$ cat src/rtl/decode_sequencer.sv
// Bytecode front-end: fetches words, drives the decoder handshake and buffers micro-ops.
// Define DECSEQ_HALT_ON_RETURN_EN to halt at ireturn (0xAC) / dreturn (0xAF) boundaries.
module decode_sequencer #(
    parameter int WIDTH_IN  = 16,
    parameter int WIDTH_OUT = 32,
    parameter int ADDR_W    = 16,
    parameter int DEPTH     = 4,
    parameter int MAX_UOPS  = 2
) (
    input  logic                 clk,
    input  logic                 reset,
    input  logic                 run,
    input  logic [ADDR_W-1:0]    pc_init,
    input  logic                 stop,
    output logic                 busy,
    output logic [ADDR_W-1:0]    pc,
    output logic                 imem_req,
    output logic [ADDR_W-1:0]    imem_addr,
    input  logic                 imem_ack,
    input  logic [WIDTH_IN-1:0]  imem_data,
    output logic                 dec_start,
    output logic [WIDTH_IN-1:0]  dec_instr,
    input  logic                 dec_ready,
    input  logic                 dec_uop_valid,
    input  logic [WIDTH_OUT-1:0] dec_uop,
    output logic                 uop_valid,
    output logic [WIDTH_OUT-1:0] uop_data,
    input  logic                 uop_accept,
    output logic                 overflow
);

    localparam int PTR_W = $clog2(DEPTH);
    localparam int CNT_W = PTR_W + 1;
    localparam logic [CNT_W-1:0] FULL_CNT  = CNT_W'(DEPTH);
    localparam logic [CNT_W-1:0] ISSUE_MAX = CNT_W'(DEPTH - MAX_UOPS);

    typedef enum logic [2:0] {
        S_IDLE,
        S_FETCH,
        S_ISSUE,
        S_DEC_ACK,
        S_DEC_RUN
    } state_t;

    state_t               state_q, state_d;
    logic [ADDR_W-1:0]    pc_q, pc_d;
    logic [WIDTH_IN-1:0]  instr_q, instr_d;
    logic                 stop_q, stop_d;
    logic                 start_q, start_d;
    logic                 ovf_q, ovf_d;
    logic [PTR_W-1:0]     wr_q, wr_d;
    logic [PTR_W-1:0]     rd_q, rd_d;
    logic [CNT_W-1:0]     cnt_q, cnt_d;
    logic [WIDTH_OUT-1:0] mem_q [DEPTH];
    logic                 push, pop, full, room, ret_hit;

`ifdef DECSEQ_HALT_ON_RETURN_EN
    logic [7:0] opcode;
    assign opcode  = instr_q[WIDTH_IN-1 -: 8];
    assign ret_hit = (opcode == 8'hAC) || (opcode == 8'hAF);
`else
    assign ret_hit = 1'b0;
`endif

    assign full = (cnt_q == FULL_CNT);
    assign pop  = (cnt_q != '0) && uop_accept;
    // A push into a full buffer still lands when the head leaves the same cycle.
    assign push = dec_uop_valid && (!full || pop);
    assign room = (cnt_q <= ISSUE_MAX);

    always_comb begin
        state_d = state_q;
        pc_d    = pc_q;
        instr_d = instr_q;
        stop_d  = stop_q;
        start_d = 1'b0;
        if (state_q != S_IDLE && stop) begin
            stop_d = 1'b1;
        end
        unique case (state_q)
            S_IDLE: begin
                if (run) begin
                    pc_d    = pc_init;
                    stop_d  = 1'b0;
                    state_d = S_FETCH;
                end
            end
            S_FETCH: begin
                if (imem_ack) begin
                    instr_d = imem_data;
                    state_d = S_ISSUE;
                end
            end
            S_ISSUE: begin
                if (room && dec_ready) begin
                    start_d = 1'b1;
                    state_d = S_DEC_ACK;
                end
            end
            S_DEC_ACK: begin
                if (!dec_ready) begin
                    state_d = S_DEC_RUN;
                end
            end
            S_DEC_RUN: begin
                if (dec_ready) begin
                    if (stop_q || stop || ret_hit) begin
                        state_d = S_IDLE;
                    end else begin
                        pc_d    = pc_q + ADDR_W'(1);
                        state_d = S_FETCH;
                    end
                end
            end
            default: state_d = S_IDLE;
        endcase
    end

    always_comb begin
        wr_d  = wr_q;
        rd_d  = rd_q;
        ovf_d = ovf_q;
        if (push) begin
            wr_d = wr_q + PTR_W'(1);
        end
        if (pop) begin
            rd_d = rd_q + PTR_W'(1);
        end
        cnt_d = cnt_q + CNT_W'(push) - CNT_W'(pop);
        if (dec_uop_valid && full && !pop) begin
            ovf_d = 1'b1;
        end
    end

    always_ff @(posedge clk) begin
        if (!reset) begin
            state_q <= S_IDLE;
            pc_q    <= '0;
            instr_q <= '0;
            stop_q  <= 1'b0;
            start_q <= 1'b0;
            ovf_q   <= 1'b0;
            wr_q    <= '0;
            rd_q    <= '0;
            cnt_q   <= '0;
            for (int i = 0; i < DEPTH; i++) begin
                mem_q[i] <= '0;
            end
        end else begin
            state_q <= state_d;
            pc_q    <= pc_d;
            instr_q <= instr_d;
            stop_q  <= stop_d;
            start_q <= start_d;
            ovf_q   <= ovf_d;
            wr_q    <= wr_d;
            rd_q    <= rd_d;
            cnt_q   <= cnt_d;
            if (push) begin
                mem_q[wr_q] <= dec_uop;
            end
        end
    end

    assign busy      = (state_q != S_IDLE);
    assign pc        = pc_q;
    assign imem_req  = (state_q == S_FETCH);
    assign imem_addr = pc_q;
    assign dec_start = start_q;
    assign dec_instr = instr_q;
    assign uop_valid = (cnt_q != '0);
    assign uop_data  = mem_q[rd_q];
    assign overflow  = ovf_q;

endmodule

$ cat config.mk
export PLATFORM = sky130hd
export DESIGN_NAME = decode_sequencer
export DESIGN_NICKNAME = d
export VERILOG_FILES = /design/src/rtl/decode_sequencer.sv
export SDC_FILE = /design/constraint.sdc
export NUM_CORES = 1
export LEC_CHECK = 0
export BUFFER_PORTS_ARGS = -buffer_cell sky130_fd_sc_hd__buf_2
export CORE_MARGIN = 2
export CORE_UTILIZATION = 35
export DETAILED_ROUTE_END_ITERATION = 8
export GPL_TIMING_DRIVEN = 1
export HOLD_SLACK_MARGIN = 0.12
export PLACE_DENSITY = 0.61
export SYNTH_ARGS = -nofsm -noshare
export SYNTH_HDL_FRONTEND = slang
export SYNTH_SLANG_ARGS = --single-unit
$ cat constraint.sdc
create_clock -name clk -period 5.3 [get_ports clk]
set_clock_uncertainty 0.2 [all_clocks]
set_input_delay 1.59 -clock clk [delete_from_list [all_inputs] [get_ports clk]]
set_output_delay 1.59 -clock clk [all_outputs]
set_load 0.02 [all_outputs]
After elaboration in Yosys (flattened, before gate mapping). Memory sizes are Yosys's and may differ from the RTL's. A register that Yosys moved wholly into a read port is not among the register bits. Cells that the tools add are included.

Memories: 1. Word-level logic and storage cells: 70. Output and inout bits: 85. Bits in writable memories: 128. Register bits after elaboration: 45.

Add/subtract/negate cells: 5. Reduce and logical (&&, ||, !) cells: 19. Mux-type cells: 24. Equal/unequal tests: 11. $lt $le $gt $ge: 1.

Memories: mem_q (depth 4, width 32, rd ports 1, clocked after Yosys merged registers in 1, wr ports 4, RTL line 54) `logic [WIDTH_OUT-1:0] mem_q [DEPTH];`.

Operators by type and width (number): 16-bit two-way mux (3); 32-bit two-way mux (1); 16-bit case mux with 2 select lines (1); 32-bit OR reduction (1); 16-bit by 1-bit adder with 16-bit output (second input constant) (1); 3-bit two-way mux (5); 3-bit case mux with 5 select lines (1); 1-bit two-way mux (10); 2-bit != test (second input constant) (5); 3-bit by 2-bit equality test with 1-bit output (second input constant) (2); 3-bit equality test (second input constant) (2); 1-bit logical AND (6); 2-bit two-way mux (3); 3-bit nonzero test (2); 5-bit AND reduction (1); 2-bit by 1-bit adder with 2-bit output (second input constant) (2); 2-bit AND reduction (2); 4-bit AND reduction (1); 3-bit by 1-bit adder with 3-bit output (1); 3-bit by 1-bit equality test with 1-bit output (second input constant) (1); 3-bit by 2-bit less-or-equal comparator with 1-bit output (second input constant) (1); 3-bit logical NOT (1); 3-bit by 1-bit subtractor with 3-bit output (1); 1-bit logical NOT (2); other kinds (3) (4).

Depth between registers and ports, before layout.
Depth after elaboration: 9. Mapped depth: 8. Gate-level depth less buffers: 8.

Worst setup path after synthesis. OpenSTA, ideal clock, no wires.

Kind: input to register. Start: in uop_accept. End: mem mem_q[3][0] (enable). Path slack: 513 ps. Stages: 3. Setup time: 466 ps. Arrival: 4121 ps. Buffers on the path: 0. Data required time: 4634 ps. Cells stage by stage: or4b_4 nand3_1 o21ai_0.

RTL lines: start: declaration (RTL line 28) `input logic uop_accept,`; end: declaration (RTL line 54).

==> impl_metrics.py <==
metrics = {
    "status": {
        "status": "finished, final reports clean",
    },
    "synthesis": {
        "async_flop_share": 0,
        "syn-num-nets": 731,
        "ys_warn_count": 0,
        "ys_seq_area_frac": 0.6044,
        "yosysUniqueCellTypes": 56,
        "synth-simple-area-share": 0.1604,
        "synth_edf_count": 128,
        "postSynthCellCount": 654,
        "synth_fa_ha_area_frac": 0.008851,
        "ys.flop_type": "edfxtp_1",
        "yosysTopAreaCellShare": 0.4855,
        "ys_top_cells_by_area": "edfxtp_1 49%, dfxtp_1 12%, mux4_2 9.1%",
        "ys_ff_latch": 175,
        "postSynthAreaPerCell_um2": 12.10,
        "synthMuxAreaShare": 0.09736,
        "synth.most_common_cell": "edfxtp_1",
        "synth_top_cell_by_area": "edfxtp_1",
        "syn_area_mm2": 0.007916,
        "synthTopCellsByCount": "128 x edfxtp_1, 85 x nand2_1, 81 x nor2_1",
        "synth_xor_xnor_area_share": 0.005532,
        "synth_top_family_by_area": "simple AND/OR/NAND/NOR gates",
        "synth_compound_area_frac": 0.06385,
    },
    "floorplan": {
        "die_h_um": 154.4,
        "dieArea_mm2": 0.02384,
        "io-pin-count": 157,
        "start_util": 0.3529,
        "coreArea_mm2": 0.02243,
        "die_x_um": 154.4,
        "num_rows": 55,
    },
    "global_route": {
        "grt.overflow.total": 0,
        "grt_pass1_wl_um": 28040,
        "grt_max_degree": 34,
        "antenna_found_initial": 1,
        "grt_usage": 0.1528,
        "grt_pass1_vias": 5189,
    },
    "clocking": {
        "cts.sinks": 175,
        "cts_buffer_depth": 2,
        "post_cts_buffers": 0,
        "cts_tree": "done",
        "cts_made_buffers": 17,
        "cts_htree_levels": 4,
        "post_cts_resized": 0,
        "clk_latency_ns": 0.42,
        "ctsRootBufferMaster": "clkbuf_16",
        "hold_buffers": 0,
        "clk_pin_slew_ns": 0.06,
    },
    "timing": {
        "whs_ns": 0.2510,
        "hold_viol": 0,
        "layout_worst_path_cycle_share": 0.7301,
        "max_slew_margin": 0.3279,
        "max_freq_mhz": 258.4,
        "setup_tns_ns": 0,
        "tightest_slew_ns": 1.008,
        "final_max_slew_viol_count": 0,
        "rsz0062_at_grt": "false",
        "period_minus_slack_ns": 3.869,
        "setup_violations": 0,
        "setup_slack_ns": 1.431,
    },
    "critical_path": {
        "worstPathArrival_ns": 2.08,
        "reg2reg_from": "cnt_q[2]",
        "critPathRequiredTime_ns": 3.51,
        "critical_path_class": "flop to output port",
        "end_kind": "output port",
        "reg2regPathDepth": 5,
        "crit_path_start_kind": "flop",
        "critPathMaxFanout": 14,
        "regToRegSetupSlack_ns": 2.60,
        "r2r_end": "mem_q[0][0]",
    },
    "min_path": {
        "hp-class": "flop to flop",
        "min_delay_worst_endpoint": "dec_instr[12]",
        "hold_depth": 2,
        "hp-start": "dec_instr[12]",
    },
    "placement": {
        "dp_slack_ns": 1.087,
        "io_buffers": 156,
        "finalWeightedCongestion": 0.7787,
        "dp_hpwl_um": 11380,
    },
    "drt": {
        "wl_met3_um": 1243,
        "routedWlPerCell_um": 16.55,
        "wirelength_um": 17890,
        "ant_nets": 0,
        "drc": 0,
        "wl_met2_um": 8631,
        "first_pass_iters": 4,
        "routed_via_density": 4.893,
        "wl_met1_um": 7746,
        "drt_iter0_drc": 296,
        "dr.max_layer_used": "met4",
        "num_vias": 5289,
    },
    "pwr": {
        "p_total_w": 0.004092,
        "ir_worst_vdd_mv": 0.2039,
        "powerDensity_mw_per_mm2": 433.4,
        "power.leakage_nw": 3.892,
    },
    "layout": {
        "regArea_mm2": 0.004787,
        "final_layout_size_suffix_gt1_frac": 0.3371,
        "area_growth_pct": 19.27,
        "multi_input_area_mm2": 0.002701,
        "fillers": 2126,
        "num-nets-final": 859,
    },
    "run": {
        "cap_violations": 0,
    },
}
registers in the layout, summed over array words and instances, names as in the netlist, named ones only:
name	count
mem_q	128
dec_instr	16
imem_addr	16
cnt_q	3
state_q	3
rd_q	2
wr_q	2
dec_start	1
overflow	1
stop_q	1
metal layers:
| layer | vias to the layer above | global-route usage |
|---|---|---|
| li1 | 2569 | - |
| met4 | 0 | 0.04850 |
| met2 | 160 | 0.2558 |
| met5 | - | 0 |
| met3 | 17 | 0.04399 |
| met1 | 2543 | 0.1923 |
worst max path at each step:
stage / slack (ns) / depth (start not counted) / start / to
floorplan: 0.51 / 3 / uop_accept / mem_q[3][0]
global placement: 1.14 / 5 / reset / mem_q[0][30]
detailed placement: 1.09 / 5 / reset / mem_q[0][22]
CTS: 1.37 / 3 / flop / uop_data[10]
global route: 1.30 / 3 / flop / uop_data[10]
finish: 1.43 / 3 / flop / uop_data[10]
power by group:
part	internal (W)	total (W)	switching, W
Sequential	0.00164	0.00178	0.000140
Combinational	0.000431	0.00106	0.000628
Clock	0.000703	0.00125	0.000551
Total	0.00277	0.00409	0.00132
logic make-up (layout without fill, tap and decap cells):
logic type | Yosys count | after routing
adders and majority gates | 5 | 5
muxes | 37 | 37
xor gates and xnor gates | 5 | 5
DFF | 175 | 175
other | 0 | 1
AOI/OAI and AO/OA | 81 | 81
and+or+nand+nor | 252 | 252
buffers and inverters | 99 | 240
critical path: stages, from the launching register on:
cell	delay, ns
dfxtp_2	0.52
buf_4	0.37
mux4_2	0.58
buf_2	0.18
metrics by stage:
stage | utilization | instances | cell area [µm²]
CTS | 0.4207 | 1080 | 9439
finish | 0.4209 | 1081 | 9442
global route | 0.4207 | 1080 | 9439
global placement | 0.3947 | 1048 | 8855
detailed placement | 0.3947 | 1048 | 8855
floorplan | - | 654 | 7916
layout make-up:
class                   count  share of cell area
repair buffers            165             0.08985
inverters                  43             0.01710
well taps                 285             0.03777
clock inverters            14             0.01643
multi-input cells         380              0.2861
diodes                      1           0.0002650
flip-flops and latches    175              0.5070
clock buffers              18             0.04545
layout by cell type, fill, tap and decap left out, types with 4 or more instances in the layout:
cell,n
o22ai_1,5
a21oi_1,31
o21ai_0,15
o31a_1,5
nor3b_1,5
and2_1,7
ha_1,4
mux4_2,32
edfxtp_1,128
nand4_1,5
inv_1,43
nor3_1,5
nand2_1,84
and2_4,30
nand3_1,7
nor4_1,5
and2_0,5
buf_4,9
inv_6,4
dfxtp_1,45
clkbuf_16,17
buf_2,156
nor2_1,81
mux2i_1,5
Note: power is estimated with default switching activity, not from simulation.
